$ cat config.mk
export PLATFORM = sky130hd
export DESIGN_NAME = rdid_spi_ctrl
export DESIGN_NICKNAME = d
export VERILOG_FILES = /design/src/rtl/rdid_spi_ctrl.sv
export SDC_FILE = /design/constraint.sdc
export NUM_CORES = 1
export LEC_CHECK = 0
export ABC_AREA = 1
export CORE_ASPECT_RATIO = 0.6
export CORE_MARGIN = 3
export CORE_UTILIZATION = 59
export CTS_CLUSTER_DIAMETER = 60
export DETAILED_ROUTE_END_ITERATION = 6
export PLACE_DENSITY = 0.92
export SLEW_MARGIN = 20
export SYNTH_ARGS = -nofsm -noshare
export SYNTH_HDL_FRONTEND = slang
export SYNTH_SLANG_ARGS = --single-unit
$ cat constraint.sdc
create_clock -name clk -period 2.85 [get_ports clk]
set_input_delay 0.4275 -clock clk [delete_from_list [all_inputs] [get_ports clk]]
set_output_delay 0.4275 -clock clk [all_outputs]
set_load 0.005 [all_outputs]
$ cat src/rtl/rdid_spi_ctrl.sv
`default_nettype none
// ============================================================================
// Module  : rdid_spi_ctrl
// Purpose : SPI mode-0 master. It sends the RDID command (0x9F) to an M25P16
//           serial PROM and captures the 3-byte JEDEC ID.
// Option  : define RDID_CHECK_EN to compare the manufacturer ID with
//           EXPECT_MAN_ID. On a mismatch, id_error is raised and valid is
//           cleared.
// Rev     : 1.0  initial release
// ============================================================================
module rdid_spi_ctrl #(
  parameter int unsigned CLK_DIV       = 2,
  parameter int unsigned CS_GAP        = 5,
  parameter logic [7:0]  EXPECT_MAN_ID = 8'h20
) (
  input  logic       clk,
  input  logic       reset,
  input  logic       start,
  input  logic       spi_miso,
  output logic       spi_clk,
  output logic       spi_mosi,
  output logic       cs_n,
  output logic       busy,
  output logic       done,
  output logic [7:0] man_id,
  output logic [7:0] mem_type,
  output logic [7:0] mem_cap,
  output logic       valid,
  output logic       id_error
);

  localparam logic [7:0]       RDID_CMD = 8'h9F;
  localparam int unsigned      DIV_W    = (CLK_DIV > 1) ? $clog2(CLK_DIV) : 1;
  localparam int unsigned      GAP_W    = (CS_GAP > 1) ? $clog2(CS_GAP) : 1;
  localparam logic [DIV_W-1:0] DIV_LAST = DIV_W'(CLK_DIV - 1);
  localparam logic [GAP_W-1:0] GAP_LAST = GAP_W'(CS_GAP - 1);

  typedef enum logic [1:0] {
    ST_IDLE  = 2'd0,
    ST_SHIFT = 2'd1,
    ST_HOLD  = 2'd2,
    ST_GAP   = 2'd3
  } state_t;

  state_t           state_q, state_d;
  logic [DIV_W-1:0] div_q, div_d;
  logic [GAP_W-1:0] gap_q, gap_d;
  logic [4:0]       bit_q, bit_d;
  logic [7:0]       cmd_q, cmd_d;
  logic [23:0]      rx_q, rx_d;
  logic             sclk_q, sclk_d;
  logic             mosi_q, mosi_d;
  logic             csn_q, csn_d;
  logic             done_q, done_d;
  logic [7:0]       man_q, man_d;
  logic [7:0]       type_q, type_d;
  logic [7:0]       cap_q, cap_d;
  logic             valid_q, valid_d;
`ifdef RDID_CHECK_EN
  logic             err_q, err_d;
`endif

  // State and output registers; every SPI pin comes straight from a flop, so the pins cannot glitch
  always_ff @(posedge clk) begin
    if (reset) begin
      state_q <= ST_IDLE;
      div_q   <= '0;
      gap_q   <= '0;
      bit_q   <= '0;
      cmd_q   <= '0;
      rx_q    <= '0;
      sclk_q  <= 1'b0;
      mosi_q  <= 1'b0;
      csn_q   <= 1'b1;
      done_q  <= 1'b0;
      man_q   <= '0;
      type_q  <= '0;
      cap_q   <= '0;
      valid_q <= 1'b0;
`ifdef RDID_CHECK_EN
      err_q   <= 1'b0;
`endif
    end else begin
      state_q <= state_d;
      div_q   <= div_d;
      gap_q   <= gap_d;
      bit_q   <= bit_d;
      cmd_q   <= cmd_d;
      rx_q    <= rx_d;
      sclk_q  <= sclk_d;
      mosi_q  <= mosi_d;
      csn_q   <= csn_d;
      done_q  <= done_d;
      man_q   <= man_d;
      type_q  <= type_d;
      cap_q   <= cap_d;
      valid_q <= valid_d;
`ifdef RDID_CHECK_EN
      err_q   <= err_d;
`endif
    end
  end

  // Next-state logic: phase timing, command shift-out, response shift-in, ID commit
  always_comb begin
    state_d = state_q;
    div_d   = div_q;
    gap_d   = gap_q;
    bit_d   = bit_q;
    cmd_d   = cmd_q;
    rx_d    = rx_q;
    sclk_d  = sclk_q;
    mosi_d  = mosi_q;
    csn_d   = csn_q;
    done_d  = 1'b0;
    man_d   = man_q;
    type_d  = type_q;
    cap_d   = cap_q;
    valid_d = valid_q;
`ifdef RDID_CHECK_EN
    err_d   = err_q;
`endif
    case (state_q)
      ST_IDLE: begin
        if (start) begin
          state_d = ST_SHIFT;
          csn_d   = 1'b0;
          sclk_d  = 1'b0;
          mosi_d  = RDID_CMD[7];
          cmd_d   = {RDID_CMD[6:0], 1'b0};
          div_d   = '0;
          bit_d   = '0;
        end
      end
      ST_SHIFT: begin
        if (div_q == DIV_LAST) begin
          div_d = '0;
          if (!sclk_q) begin
            // The rising edge samples MISO. The 8 command-phase bits are
            // shifted out of the top, so 24 response bits remain.
            sclk_d = 1'b1;
            rx_d   = {rx_q[22:0], spi_miso};
          end else begin
            sclk_d = 1'b0;
            if (bit_q == 5'd31) begin
              state_d = ST_HOLD;
              mosi_d  = 1'b0;
            end else begin
              bit_d  = bit_q + 5'd1;
              mosi_d = cmd_q[7];
              cmd_d  = {cmd_q[6:0], 1'b0};
            end
          end
        end else begin
          div_d = div_q + DIV_W'(1);
        end
      end
      ST_HOLD: begin
        if (div_q == DIV_LAST) begin
          state_d = ST_GAP;
          csn_d   = 1'b1;
          done_d  = 1'b1;
          gap_d   = '0;
          man_d   = rx_q[23:16];
          type_d  = rx_q[15:8];
          cap_d   = rx_q[7:0];
`ifdef RDID_CHECK_EN
          err_d   = (rx_q[23:16] != EXPECT_MAN_ID);
          valid_d = (rx_q[23:16] == EXPECT_MAN_ID);
`else
          valid_d = 1'b1;
`endif
        end else begin
          div_d = div_q + DIV_W'(1);
        end
      end
      ST_GAP: begin
        if (gap_q == GAP_LAST) begin
          state_d = ST_IDLE;
        end else begin
          gap_d = gap_q + GAP_W'(1);
        end
      end
      default: state_d = ST_IDLE;
    endcase
  end

  assign spi_clk  = sclk_q;
  assign spi_mosi = mosi_q;
  assign cs_n     = csn_q;
  assign busy     = (state_q != ST_IDLE);
  assign done     = done_q;
  assign man_id   = man_q;
  assign mem_type = type_q;
  assign mem_cap  = cap_q;
  assign valid    = valid_q;
`ifdef RDID_CHECK_EN
  assign id_error = err_q;
`else
  // Without the check, id_error is constant 0. The expression still names
  // EXPECT_MAN_ID so that the parameter is not left dangling in this build.
  assign id_error = (EXPECT_MAN_ID == EXPECT_MAN_ID) ? 1'b0 : 1'b0;
`endif

endmodule
`default_nettype wire

Word level (Yosys, flattened, before mapping)
Cells that the tools add are included.
- register bits: 72
- input port bits: 4
- output and inout port bits: 31
- logic and storage cells: 83
- add/sub/neg operators: 3
- equality and inequality tests: 13
- muxes and demuxes: 35
- bitwise operators: 2
- reductions and logical operators: 16
- operators with widths (kind ; count):
    $mux 8 ; 4
    $mux 5 ; 4
    $ne 2x2->1 const B ; 8
    $pmux 8 s2 ; 1
    $mux 2 ; 6
    $reduce_and 3->1 ; 4
    $mux 1 ; 11
    $pmux 5 s2 ; 1
    $pmux 2 s4 ; 1
    $reduce_bool 2->1 ; 4
    $mux 3 ; 2
    $pmux 1 s2 ; 3
    $pmux 3 s2 ; 1
    $reduce_and 6->1 ; 1
    $add 5x1->5 const B ; 1
    $eq 5x5->1 const B ; 1
    $reduce_and 5->1 ; 1
    $eq 2x2->1 const B ; 2
    $reduce_and 2->1 ; 2
    $reduce_and 4->1 ; 1
    $add 3x1->3 const B ; 1
    $eq 3x3->1 const B ; 1
    $pmux 1 s3 ; 1
    $reduce_bool 3->1 ; 1
    5 further kinds ; 6

Depth between registers and ports, before layout
- word-level depth: 5
- depth in mapped cells: 11
- mapped depth without buffers: 11

Worst setup path before layout
Ideal clock, no wire load.
- kind: reg2reg
- start: reg bit_q[0]
- end: reg state_q[0]
- arrival: 1423 ps
- slack: 1314 ps
- cell stages (with the launch flop): 12
- buffers on the path: 0
- cells stage by stage: dfxtp_1 ha_1 nand2_1 nor2_1 ha_1 inv_1 nand2_1 nand3_1 nor2_2 nand2_1 nand2_1 nor2_1
- longest elaborated chain between the ends: 3
- RTL lines (what ; line ; text):
    from (decl) ; 48 ; logic [4:0] bit_q, bit_d;
    from (signal assigned) ; 87 ; bit_q <= bit_d;
    $eq 5x5->1 ; 145 ; if (bit_q == 5'd31) begin
    $ne 2x2->1 (no source line) ; n/a ;
    $reduce_and 6->1 (no source line) ; n/a ;
    to (signal assigned) ; 84 ; state_q <= state_d;
    to (decl) ; 45 ; state_t state_q, state_d;
No other way between the ends.
A chain may end at the register's enable or synchronous reset.

Worst setup path in the final report
- start: reg state_q[0]
- end: out busy
- longest elaborated chain between the ends: 1
- RTL lines (what ; line ; text):
    $reduce_bool 2->1 ; 191 ; assign busy = (state_q != ST_IDLE);
    to (decl) ; 23 ; output logic busy,
No other way between the ends.

==> impl_metrics.xml <==
<?xml version="1.0" encoding="UTF-8"?>
<metrics>
  <group name="min_path">
    <metric name="hold_path_class" unit="">reg2reg</metric>
  </group>
  <group name="detailed_routing">
    <metric name="drtAntennaViolNets" unit="">0</metric>
    <metric name="vias" unit="">2411</metric>
    <metric name="firstDrtPassIters" unit="">5</metric>
    <metric name="drt-vias-per-instance" unit="">5.26</metric>
    <metric name="drtIter0Drc" unit="">158</metric>
    <metric name="route.final.wire_length" unit="mm">5.84</metric>
    <metric name="drc" unit="">0</metric>
    <metric name="wire_per_inst" unit="um">12.7</metric>
  </group>
  <group name="logic_synthesis">
    <metric name="yosys-top-cells-area" unit="">dfxtp_1, a21oi_1, nand2_1</metric>
    <metric name="cell_type_with_the_largest_total_area_after_synthesis" unit="">dfxtp_1</metric>
    <metric name="synth_edf_count" unit="">0</metric>
    <metric name="yosys.area.top_type_share" unit="">0.499</metric>
    <metric name="synthesis.yosys.warnings" unit="">0</metric>
    <metric name="mappedNetlistArea" unit="um^2">2850</metric>
    <metric name="synth_cells" unit="">365</metric>
    <metric name="ys_seq_elements" unit="">71</metric>
    <metric name="ys_dominant_reg_cell" unit="">dfxtp_1</metric>
    <metric name="synth_simple_gate_area_share" unit="">0.222</metric>
    <metric name="synth_top_family_by_area" unit="">simple AND/OR/NAND/NOR gates</metric>
    <metric name="synth_cell_type_count" unit="">26</metric>
    <metric name="async_reset_ff_frac" unit="">0</metric>
    <metric name="post_synth_fa_ha_maj_area_fraction" unit="">0.0396</metric>
    <metric name="post_synth_xor_area_fraction" unit="">0</metric>
    <metric name="synthesis.area_per_instance" unit="um^2">7.80</metric>
    <metric name="yosys-mux-area-fraction" unit="">0</metric>
    <metric name="synth-compound-area-share" unit="">0.160</metric>
    <metric name="postSynthNetCount" unit="">378</metric>
    <metric name="synth_seq_area_share" unit="">0.499</metric>
  </group>
  <group name="finish">
    <metric name="layout.cells.most_common" unit="">dfxtp_1</metric>
    <metric name="layout.cells.most_common_list" unit="">dfxtp_1, nand2_1, nor2_1</metric>
    <metric name="design.final.nets" unit="">406</metric>
    <metric name="final.fill_count" unit="">305</metric>
    <metric name="postLayoutCoreUtil" unit="">0.772</metric>
    <metric name="antenna_cells" unit="">0</metric>
    <metric name="share_of_post_route_cells_with_drive_strength_above_1" unit="">0.0704</metric>
    <metric name="growth_of_design_area_from_synthesis_to_finish" unit="%">18.5</metric>
    <metric name="final-instance-count-excl-fill" unit="">458</metric>
    <metric name="stdcell_area" unit="um^2">3370</metric>
  </group>
  <group name="critical_path">
    <metric name="kind_of_start_point_of_the_critical_path" unit="">flip-flop</metric>
    <metric name="worst-path-max-fanout" unit="">5</metric>
    <metric name="timing.critical_path.required" unit="ps">2420</metric>
    <metric name="timing.critical_path.to_type" unit="">primary output</metric>
    <metric name="ws_path_type" unit="">reg2out</metric>
    <metric name="critical_path_arrival" unit="ps">1670</metric>
  </group>
  <group name="power">
    <metric name="leakagePower" unit="nW">1.34</metric>
    <metric name="power_density" unit="nW/um^2">859</metric>
    <metric name="vdd_ir_drop_max" unit="mV">0.513</metric>
  </group>
  <group name="clocking">
    <metric name="cts_max_level" unit="">3</metric>
    <metric name="clock_path_buffers" unit="">2</metric>
    <metric name="cts.sinks" unit="">71</metric>
    <metric name="clock_tree.root_cell" unit="">clkbuf_8</metric>
    <metric name="cts.reportedPaths.clkPinSlew" unit="ps">70</metric>
    <metric name="tritoncts" unit="">built</metric>
    <metric name="hold_fix_buffer_count_after_cts" unit="">0</metric>
    <metric name="clk_latency" unit="ps">340</metric>
    <metric name="postCtsSetupRepairBufs" unit="">0</metric>
    <metric name="tritoncts.num_buffers" unit="">9</metric>
    <metric name="cts.repair.resized" unit="">0</metric>
  </group>
  <group name="global_routing">
    <metric name="grt_pass1_vias" unit="">2281</metric>
    <metric name="track_usage" unit="">0.234</metric>
    <metric name="wire_length_of_the_first_global_routing_pass" unit="mm">10.1</metric>
    <metric name="grt_max_degree" unit="">49</metric>
    <metric name="gr-total-overflow" unit="">0</metric>
    <metric name="antenna_violations_before_repair" unit="">0</metric>
  </group>
  <group name="placement">
    <metric name="numPortBuffers" unit="">33</metric>
    <metric name="hpwlAfterDp" unit="mm">3.83</metric>
    <metric name="gp_weighted_congestion" unit="">0.783</metric>
    <metric name="placed_cell_area" unit="um^2">3170</metric>
    <metric name="place_worst_setup_slack" unit="ps">859</metric>
    <metric name="dpl.cell_count" unit="">442</metric>
  </group>
  <group name="timing">
    <metric name="final-max-slew-violation-count" unit="">0</metric>
    <metric name="rsz0062_at_grt" unit="">false</metric>
    <metric name="setup_viol" unit="">0</metric>
    <metric name="min_period_over_period" unit="">0.737</metric>
    <metric name="fmax" unit="MHz">476</metric>
    <metric name="slew_headroom" unit="">0.650</metric>
    <metric name="final.min_clock_period" unit="ps">2100</metric>
    <metric name="finalHoldViolations" unit="">0</metric>
    <metric name="worst_clock_skew" unit="ps">6.90</metric>
    <metric name="fin_ws" unit="ps">748</metric>
    <metric name="worstMarginPinSlew" unit="ps">523</metric>
    <metric name="tns" unit="ps">0</metric>
  </group>
  <group name="run">
    <metric name="max_cap_violations" unit="">0</metric>
  </group>
  <group name="floorplanning">
    <metric name="fp.coreArea" unit="um^2">4370</metric>
    <metric name="placement_rows" unit="">18</metric>
    <metric name="die_area" unit="um^2">5720</metric>
    <metric name="die_height" unit="um">59.8</metric>
    <metric name="ios" unit="">35</metric>
    <metric name="die_w" unit="um">95.7</metric>
    <metric name="floorplan.initialDensity" unit="">0.651</metric>
  </group>
  <group name="status">
    <metric name="result_of_the_run" unit="">finished clean</metric>
  </group>
</metrics>
metrics by stage:
| stage | power, mW | hold slack [ps] |
|---|---|---|
| CTS | 2.91 | 458 |
| detailed placement | 2.06 | 449 |
| finish | 2.90 | 457 |
| floorplan | 1.82 | 430 |
| global placement | 2.02 | 438 |
| global route | 3.08 | 485 |
power by group:
| group | switching, mW | internal, mW | total [mW] |
|---|---|---|---|
| Clock | 0.351 | 0.491 | 0.842 |
| Sequential | 0.0799 | 1.13 | 1.21 |
| Combinational | 0.520 | 0.326 | 0.846 |
metal layers:
metal	vias up	track usage	part of all wire	routed length (um)
li1	1232	-	-	-
met4	0	0.0972	0.0070	41
met3	7	0.0805	0.064	371
met1	1107	0.301	0.49	2850
met5	-	0	0	0
met2	65	0.363	0.44	2580
final cells by class:
cell class / count / area, um^2 / area share
clock buffers: 12 / 135 / 0.0400
clock inverters: 4 / 70.1 / 0.0208
inverters: 31 / 116 / 0.0345
multi-input cells: 244 / 1200 / 0.357
flip-flops and latches: 71 / 1420 / 0.421
well taps: 60 / 75.1 / 0.0222
repair buffers: 36 / 353 / 0.105
flip-flops by register name (all words and copies together), names as in the netlist:
register and flops:
div_q 1, rx_q 24, mem_type 8, valid 1, spi_mosi 1, man_id 8, state_q 2, spi_clk 1
mem_cap 8, cs_n 1, gap_q 3, bit_q 5, cmd_q 7, done 1
worst max-delay path, cell delays in order, from the launching register on:
cell	delay [ps]
dfxtp_1	410
inv_1	90
ha_1	270
inv_1	80
clkdlybuf4s50_1	490
logic make-up after synthesis:
group | Yosys count
AND/OR/NAND/NOR | 144
AO/OA/AOI/OAI | 90
flip-flops | 71
buffers and inverters | 50
adder cells (fa/ha/maj) | 9
other | 1
cell usage after synthesis, types with 5 or more instances:
master	count
nand3_1	19
buf_2	6
buf_4	5
nor2_1	56
o21ai_0	39
dfxtp_1	71
o21ai_1	5
a21oi_1	44
inv_1	27
ha_1	9
nand2_1	58
clkbuf_1	6
worst paths after layout:
check / cells after the start / start / slack [ps] / to
min: 2 / spi_mosi / 460 / spi_mosi
max: 4 / state_q[0] / 750 / busy
max reg2reg: 7 / state_q[1] / 770 / rx_q[15]
min reg2reg: 2 / spi_mosi / 460 / spi_mosi
(Power assumes the default switching activity.)
